`src/rtl/activation_pkg.sv`:
```
// Shared types and the activation function used by every lane of activation_array.
// The function works on a wide signed value so one definition serves any DATA_WIDTH below 32.
package activation_pkg;

    typedef enum logic [1:0] {
        ACT_BYPASS = 2'd0,
        ACT_RELU   = 2'd1,
        ACT_LEAKY  = 2'd2,
        ACT_CLIP   = 2'd3
    } act_mode_e;

    localparam int ACT_CALC_WIDTH = 32;

    typedef logic signed [ACT_CALC_WIDTH-1:0] act_calc_t;

    // Every mode yields a value between min(x, 0) and max(x, 0), so truncating the result
    // back to the lane width is always exact.
    function automatic act_calc_t apply_act(input act_calc_t   x,
                                            input act_mode_e   mode,
                                            input act_calc_t   clip,
                                            input int unsigned shift);
        act_calc_t y;
        y = x;
        case (mode)
            ACT_BYPASS: y = x;
            ACT_RELU:   y = (x < 0) ? '0 : x;
            ACT_LEAKY:  y = (x < 0) ? (x >>> shift) : x;
            ACT_CLIP: begin
                if (clip <= 0 || x < 0) begin
                    y = '0;
                end else if (x > clip) begin
                    y = clip;
                end else begin
                    y = x;
                end
            end
            default:    y = x;
        endcase
        return y;
    endfunction

endpackage

```
`src/rtl/activation_lane.sv`:
```
// One activation lane: applies the activation at input transfer, then holds up to two
// beats (output register plus skid register) with a registered ready.
module activation_lane
    import activation_pkg::*;
#(
    parameter int          DATA_WIDTH    = 8,
    parameter int          ADDRESS_WIDTH = 10,
    parameter int unsigned LEAKY_SHIFT   = 3
) (
    input  logic                     clk,
    input  logic                     rst_n,
    input  logic                     lane_en,
    input  act_mode_e                mode,
    input  logic [DATA_WIDTH-1:0]    clip,
    input  logic                     acc_valid,
    output logic                     acc_ready,
    input  logic                     acc_last,
    input  logic [DATA_WIDTH-1:0]    acc_result,
    input  logic [ADDRESS_WIDTH-1:0] acc_result_address,
    output logic                     act_valid,
    input  logic                     pool_ready,
    output logic                     act_last,
    output logic [DATA_WIDTH-1:0]    act_result,
    output logic [ADDRESS_WIDTH-1:0] act_result_address
);

    localparam int PAD = ACT_CALC_WIDTH - DATA_WIDTH;

    act_calc_t               x_ext;
    act_calc_t               clip_ext;
    act_calc_t               y_ext;
    logic [PAD-1:0]          y_hi_unused;
    logic [DATA_WIDTH-1:0]   y_data;

    assign x_ext    = {{PAD{acc_result[DATA_WIDTH-1]}}, acc_result};
    assign clip_ext = {{PAD{clip[DATA_WIDTH-1]}}, clip};
    assign y_ext    = apply_act(x_ext, mode, clip_ext, LEAKY_SHIFT);
    assign {y_hi_unused, y_data} = y_ext;

    logic                     out_valid_reg;
    logic                     out_last_reg;
    logic [DATA_WIDTH-1:0]    out_data_reg;
    logic [ADDRESS_WIDTH-1:0] out_addr_reg;
    logic                     skid_valid_reg;
    logic                     skid_last_reg;
    logic [DATA_WIDTH-1:0]    skid_data_reg;
    logic [ADDRESS_WIDTH-1:0] skid_addr_reg;

    logic in_fire;
    logic load_out;

    assign in_fire  = acc_valid && !skid_valid_reg;
    assign load_out = !out_valid_reg || pool_ready;

    always_ff @(posedge clk or negedge rst_n) begin
        if (!rst_n) begin
            out_valid_reg  <= 1'b0;
            out_last_reg   <= 1'b0;
            out_data_reg   <= '0;
            out_addr_reg   <= '0;
            skid_valid_reg <= 1'b0;
            skid_last_reg  <= 1'b0;
            skid_data_reg  <= '0;
            skid_addr_reg  <= '0;
        end else if (!lane_en) begin
            out_valid_reg  <= 1'b0;
            skid_valid_reg <= 1'b0;
        end else if (load_out) begin
            // Skid contents take priority; ready was low, so no new beat competes with them.
            if (skid_valid_reg) begin
                out_valid_reg  <= 1'b1;
                out_last_reg   <= skid_last_reg;
                out_data_reg   <= skid_data_reg;
                out_addr_reg   <= skid_addr_reg;
                skid_valid_reg <= 1'b0;
            end else begin
                out_valid_reg <= in_fire;
                if (in_fire) begin
                    out_last_reg <= acc_last;
                    out_data_reg <= y_data;
                    out_addr_reg <= acc_result_address;
                end
            end
        end else if (in_fire) begin
            skid_valid_reg <= 1'b1;
            skid_last_reg  <= acc_last;
            skid_data_reg  <= y_data;
            skid_addr_reg  <= acc_result_address;
        end
    end

    assign acc_ready          = !lane_en || !skid_valid_reg;
    assign act_valid          = lane_en && out_valid_reg;
    assign act_last           = out_last_reg;
    assign act_result         = out_data_reg;
    assign act_result_address = out_addr_reg;

endmodule

```
`src/rtl/activation_array.sv`:
```
// Activation stage for SA_LANES addressed lanes plus FC_LANES address-less lanes, with
// frame-completion tracking across all enabled lanes.
module activation_array
    import activation_pkg::*;
#(
    parameter int          SA_LANES      = 16,
    parameter int          FC_LANES      = 1,
    parameter int          DATA_WIDTH    = 8,
    parameter int          ADDRESS_WIDTH = 10,
    parameter int unsigned LEAKY_SHIFT   = 3,
    localparam int         LANES         = SA_LANES + FC_LANES
) (
    input  logic                     clk,
    input  logic                     rst_n,
    input  act_mode_e                mode_i,
    input  logic [DATA_WIDTH-1:0]    clip_i,
    input  logic [LANES-1:0]         lane_en_i,
    input  logic                     acc_valid_i          [LANES],
    output logic                     acc_ready_o          [LANES],
    input  logic                     acc_last_i           [LANES],
    input  logic [DATA_WIDTH-1:0]    acc_result_i         [LANES],
    input  logic [ADDRESS_WIDTH-1:0] acc_result_address_i [SA_LANES],
    output logic                     act_valid_o          [LANES],
    input  logic                     pool_ready_i         [LANES],
    output logic                     act_last_o           [LANES],
    output logic [DATA_WIDTH-1:0]    act_result_o         [LANES],
    output logic [ADDRESS_WIDTH-1:0] act_result_address_o [SA_LANES],
    output logic                     frame_done_o
);

    logic [LANES-1:0] set_now;

    for (genvar gi = 0; gi < LANES; gi++) begin : g_lane
        if (gi < SA_LANES) begin : g_sa
            activation_lane #(
                .DATA_WIDTH   (DATA_WIDTH),
                .ADDRESS_WIDTH(ADDRESS_WIDTH),
                .LEAKY_SHIFT  (LEAKY_SHIFT)
            ) u_lane (
                .clk               (clk),
                .rst_n             (rst_n),
                .lane_en           (lane_en_i[gi]),
                .mode              (mode_i),
                .clip              (clip_i),
                .acc_valid         (acc_valid_i[gi]),
                .acc_ready         (acc_ready_o[gi]),
                .acc_last          (acc_last_i[gi]),
                .acc_result        (acc_result_i[gi]),
                .acc_result_address(acc_result_address_i[gi]),
                .act_valid         (act_valid_o[gi]),
                .pool_ready        (pool_ready_i[gi]),
                .act_last          (act_last_o[gi]),
                .act_result        (act_result_o[gi]),
                .act_result_address(act_result_address_o[gi])
            );
        end else begin : g_fc
            // FC lanes carry no address; the constant field is optimised away.
            logic [ADDRESS_WIDTH-1:0] fc_addr_unused;
            activation_lane #(
                .DATA_WIDTH   (DATA_WIDTH),
                .ADDRESS_WIDTH(ADDRESS_WIDTH),
                .LEAKY_SHIFT  (LEAKY_SHIFT)
            ) u_lane (
                .clk               (clk),
                .rst_n             (rst_n),
                .lane_en           (lane_en_i[gi]),
                .mode              (mode_i),
                .clip              (clip_i),
                .acc_valid         (acc_valid_i[gi]),
                .acc_ready         (acc_ready_o[gi]),
                .acc_last          (acc_last_i[gi]),
                .acc_result        (acc_result_i[gi]),
                .acc_result_address('0),
                .act_valid         (act_valid_o[gi]),
                .pool_ready        (pool_ready_i[gi]),
                .act_last          (act_last_o[gi]),
                .act_result        (act_result_o[gi]),
                .act_result_address(fc_addr_unused)
            );
        end
        assign set_now[gi] = act_valid_o[gi] && pool_ready_i[gi] && act_last_o[gi];
    end

    logic [LANES-1:0] done_vec_reg;
    logic [LANES-1:0] done_vec_next;
    logic             frame_complete;
    logic             frame_done_reg;

    always_comb begin
        done_vec_next  = done_vec_reg | set_now;
        frame_complete = (lane_en_i != '0) && ((done_vec_next & lane_en_i) == lane_en_i);
    end

    always_ff @(posedge clk or negedge rst_n) begin
        if (!rst_n) begin
            done_vec_reg   <= '0;
            frame_done_reg <= 1'b0;
        end else begin
            frame_done_reg <= frame_complete;
            done_vec_reg   <= frame_complete ? '0 : done_vec_next;
        end
    end

    assign frame_done_o = frame_done_reg;

endmodule
```
`config.mk`:
```
export PLATFORM = sky130hd
export DESIGN_NAME = activation_array
export DESIGN_NICKNAME = d
export VERILOG_FILES = /design/src/rtl/activation_pkg.sv /design/src/rtl/activation_lane.sv /design/src/rtl/activation_array.sv
export SDC_FILE = /design/constraint.sdc
export NUM_CORES = 2
export LEC_CHECK = 0
export ABC_AREA = 1
export CAP_MARGIN = 20
export CORE_MARGIN = 5
export CORE_UTILIZATION = 29
export CTS_CLUSTER_DIAMETER = 40
export DETAILED_ROUTE_END_ITERATION = 16
export PLACE_DENSITY = 0.48
export REMOVE_ABC_BUFFERS = 1
export SLEW_MARGIN = 20
export SYNTH_ARGS = -nofsm -noshare
export SYNTH_HDL_FRONTEND = slang
export SYNTH_HIERARCHICAL = 1
export SYNTH_SLANG_ARGS = --single-unit
```
`constraint.sdc`:
```
create_clock -name clk -period 2.19 [get_ports clk]
set_input_delay 0.438 -clock clk [delete_from_list [all_inputs] [get_ports clk]]
set_output_delay 0.438 -clock clk [all_outputs]
set_load 0.01 [all_outputs]
```
==> qor.yml <==
setup_tns_ns: 0
cap_viol_max_count: 0
crit_cells: 1
syn2layout_area_growth_pct: 48.0
avgViaCountPerCell: 4.56
portBuffers: 723
pwr-share-comb: 0.215
ys_warn_count: 6
rows: 134
ant_nets: 0
powerDensity_nw_per_um2: 873
wl_um: 147000
critical_path_class: "reg -> out"
route.vias.total: 39500
min_period_ns: 2.12
layout.nets: 7271
finClkSkew_ns: 0.0363
final_cells: 8662
hold_violations: 0
dr.pass1.iters: 5
timing.hold.ws_ns: 0.129
leakage_nw: 30.5
grt_usage: 0.204
rsz0062_at_grt: "false"
overflow: 0
p_int_w: 0.0356
clock.fmax_mhz: 473
tightest_slew_ns: 0.936
core_area_um2: 133000
grt_pass1_wl_um: 226000
clk_pin_slew_ns: 0.05
design_power_total_w: 0.0500
r2r_cells: 8
grt_max_degree: 58
final_max_slew_viol_count: 0
arrival_ns: 1.68
p_sw_frac: 0.288
crit_path_end_kind: "primary output"
relSlewSlack: 0.371
ir_drop_v: 0.000752
cp_slowest_cell: "clkdlybuf4s50_1"
drive_gt1_frac: 0.144
min_path_type: "in -> reg"
routabilityCongestion: 0.881
cts_root_buf: "clkbuf_16"
p_switching_w: 0.0144
first_iter_violations: 2240
status: "complete, no violations"
cts.htree.levels: 4
cp_cell_sequence: "clkdlybuf4s50_1"
n_fill_cell: 13700
synthesis.area_um2: 38700
critPathMaxStageDelay_ns: 0.61
cts_tree: "yes"
die-area_um2: 141000
die_x_um: 375
post_synth.cell_area_avg_um2: 6.99
crit_required_ns: 1.75
wl_per_cell_um: 17.0
clkPwrFrac: 0.457
setup_viol: 0
floorplan.die.height_um: 375
syn_inst: 5535
pwr-share-seq: 0.329
initial_core_util: 0.291
io_pins: 724
crit_buf_inv: 1
fin_crit_sh: 0.966
antenna_found_initial: 40
whs_path_depth: 4
clockBufferDepth: 3
grt_pass1_vias: 38200
drcViolationCount: 0
numCtsBuffers: 143
critPathLaunchType: "flop"
dp.cells: 8380
cp_top_family: "buffers and inverters"
clk-insertion-delay-late_ns: 0.75
clock-sinks: 678
crit_fanout: 2
hpwlAfterDp_um: 112000
## power groups by stage
stage / combinational [W] / clock (W) / sequential [W]
after floorplan: 0.00475 / 0 / 0.0167
final: 0.0107 / 0.0228 / 0.0164
after CTS: 0.0109 / 0.0234 / 0.0164
after detailed placement: 0.0110 / 0 / 0.0166
after global placement: 0.0109 / 0 / 0.0165
after global routing: 0.0121 / 0.0240 / 0.0167
## placed cells by master (no fill, tap or decap), types with 34 or more instances in the layout
cell type / count
clkdlybuf4s50_1: 579
inv_2: 102
o21ai_1: 507
ha_1: 136
clkbuf_16: 151
nor2_1: 370
buf_12: 59
dlygate4sd2_1: 98
nand2_1: 2018
nor2_2: 34
a21oi_1: 153
buf_4: 495
dfrtp_1: 665
nand4_1: 136
nor3_1: 69
nand3_1: 188
inv_1: 587
o21ai_0: 279
## area by class of cell
cell class                      instances  area (µm²)  share of cell area
Tap cell                             1768        2210              0.0386
Timing Repair Buffer                 1266       11900               0.209
Clock buffer                          191        4170              0.0728
Sequential cell                       678       17000               0.296
Inverter                              689        2590              0.0451
Antenna cell                           22        55.1            0.000961
Multi-Input combinational cell       3981       18400               0.322
Clock inverter                         67         910              0.0159
## through the flow
stage	worst slack (ns)	util	instance area, µm²
after CTS	0.000803	0.429	57200
after floorplan	0.224	-	38000
final	0.0744	0.430	57300
after global routing	0.000228	0.430	57300
after global placement	-0.462	0.392	52200
after detailed placement	-0.459	0.392	52200
## worst min-delay path, cell delays in order
cell and delay (ns):
buf_4 0.16, nor2_1 0.08, nand2_1 0.06, o21ai_0 0.07
## repair_timing
item,in CTS,in global routing
hold buffers,1,0
buffers inserted,1,0
gates resized for setup,120,28
endpoints found under the setup margin,100,27
hold endpoints to repair,115,0
## metal layers
metal	vias up	routed length (µm)	GRT usage
li1	20200	-	-
met1	18000	66400	0.267
met2	942	66100	0.328
met3	234	10900	0.0639
met4	32	3340	0.0551
met5	-	218	0
## worst paths after layout
| check | from | to | slack (ns) |
|---|---|---|---|
| max in group asynchronous | rst_n | g_lane[7].g_sa.u_lane/skid_addr_reg[6]$_DFFE_PN0P_ | 1.13 |
| worst min-delay path | mode_i[0] | g_lane[3].g_sa.u_lane/skid_data_reg[7]$_DFFE_PN0P_ | 0.13 |
| worst max-delay path | g_lane[13].g_sa.u_lane/act_result[6]$_DFFE_PN0P_ | act_result_o[30] | 0.07 |
| min in group asynchronous | rst_n | g_lane[4].g_sa.u_lane/skid_addr_reg[9]$_DFFE_PN0P_ | 0.26 |
| worst max register to register | g_lane[3].g_sa.u_lane/out_valid_reg$_DFFE_PN0N_ | g_lane[3].g_sa.u_lane/skid_data_reg[4]$_DFFE_PN0P_ | 0.43 |
| worst min register to register | g_lane[16].g_fc.u_lane/act_result[3]$_DFFE_PN0P_ | g_lane[16].g_fc.u_lane/act_result[3]$_DFFE_PN0P_ | 0.47 |
No activity file was read; power rests on OpenSTA's default activity.
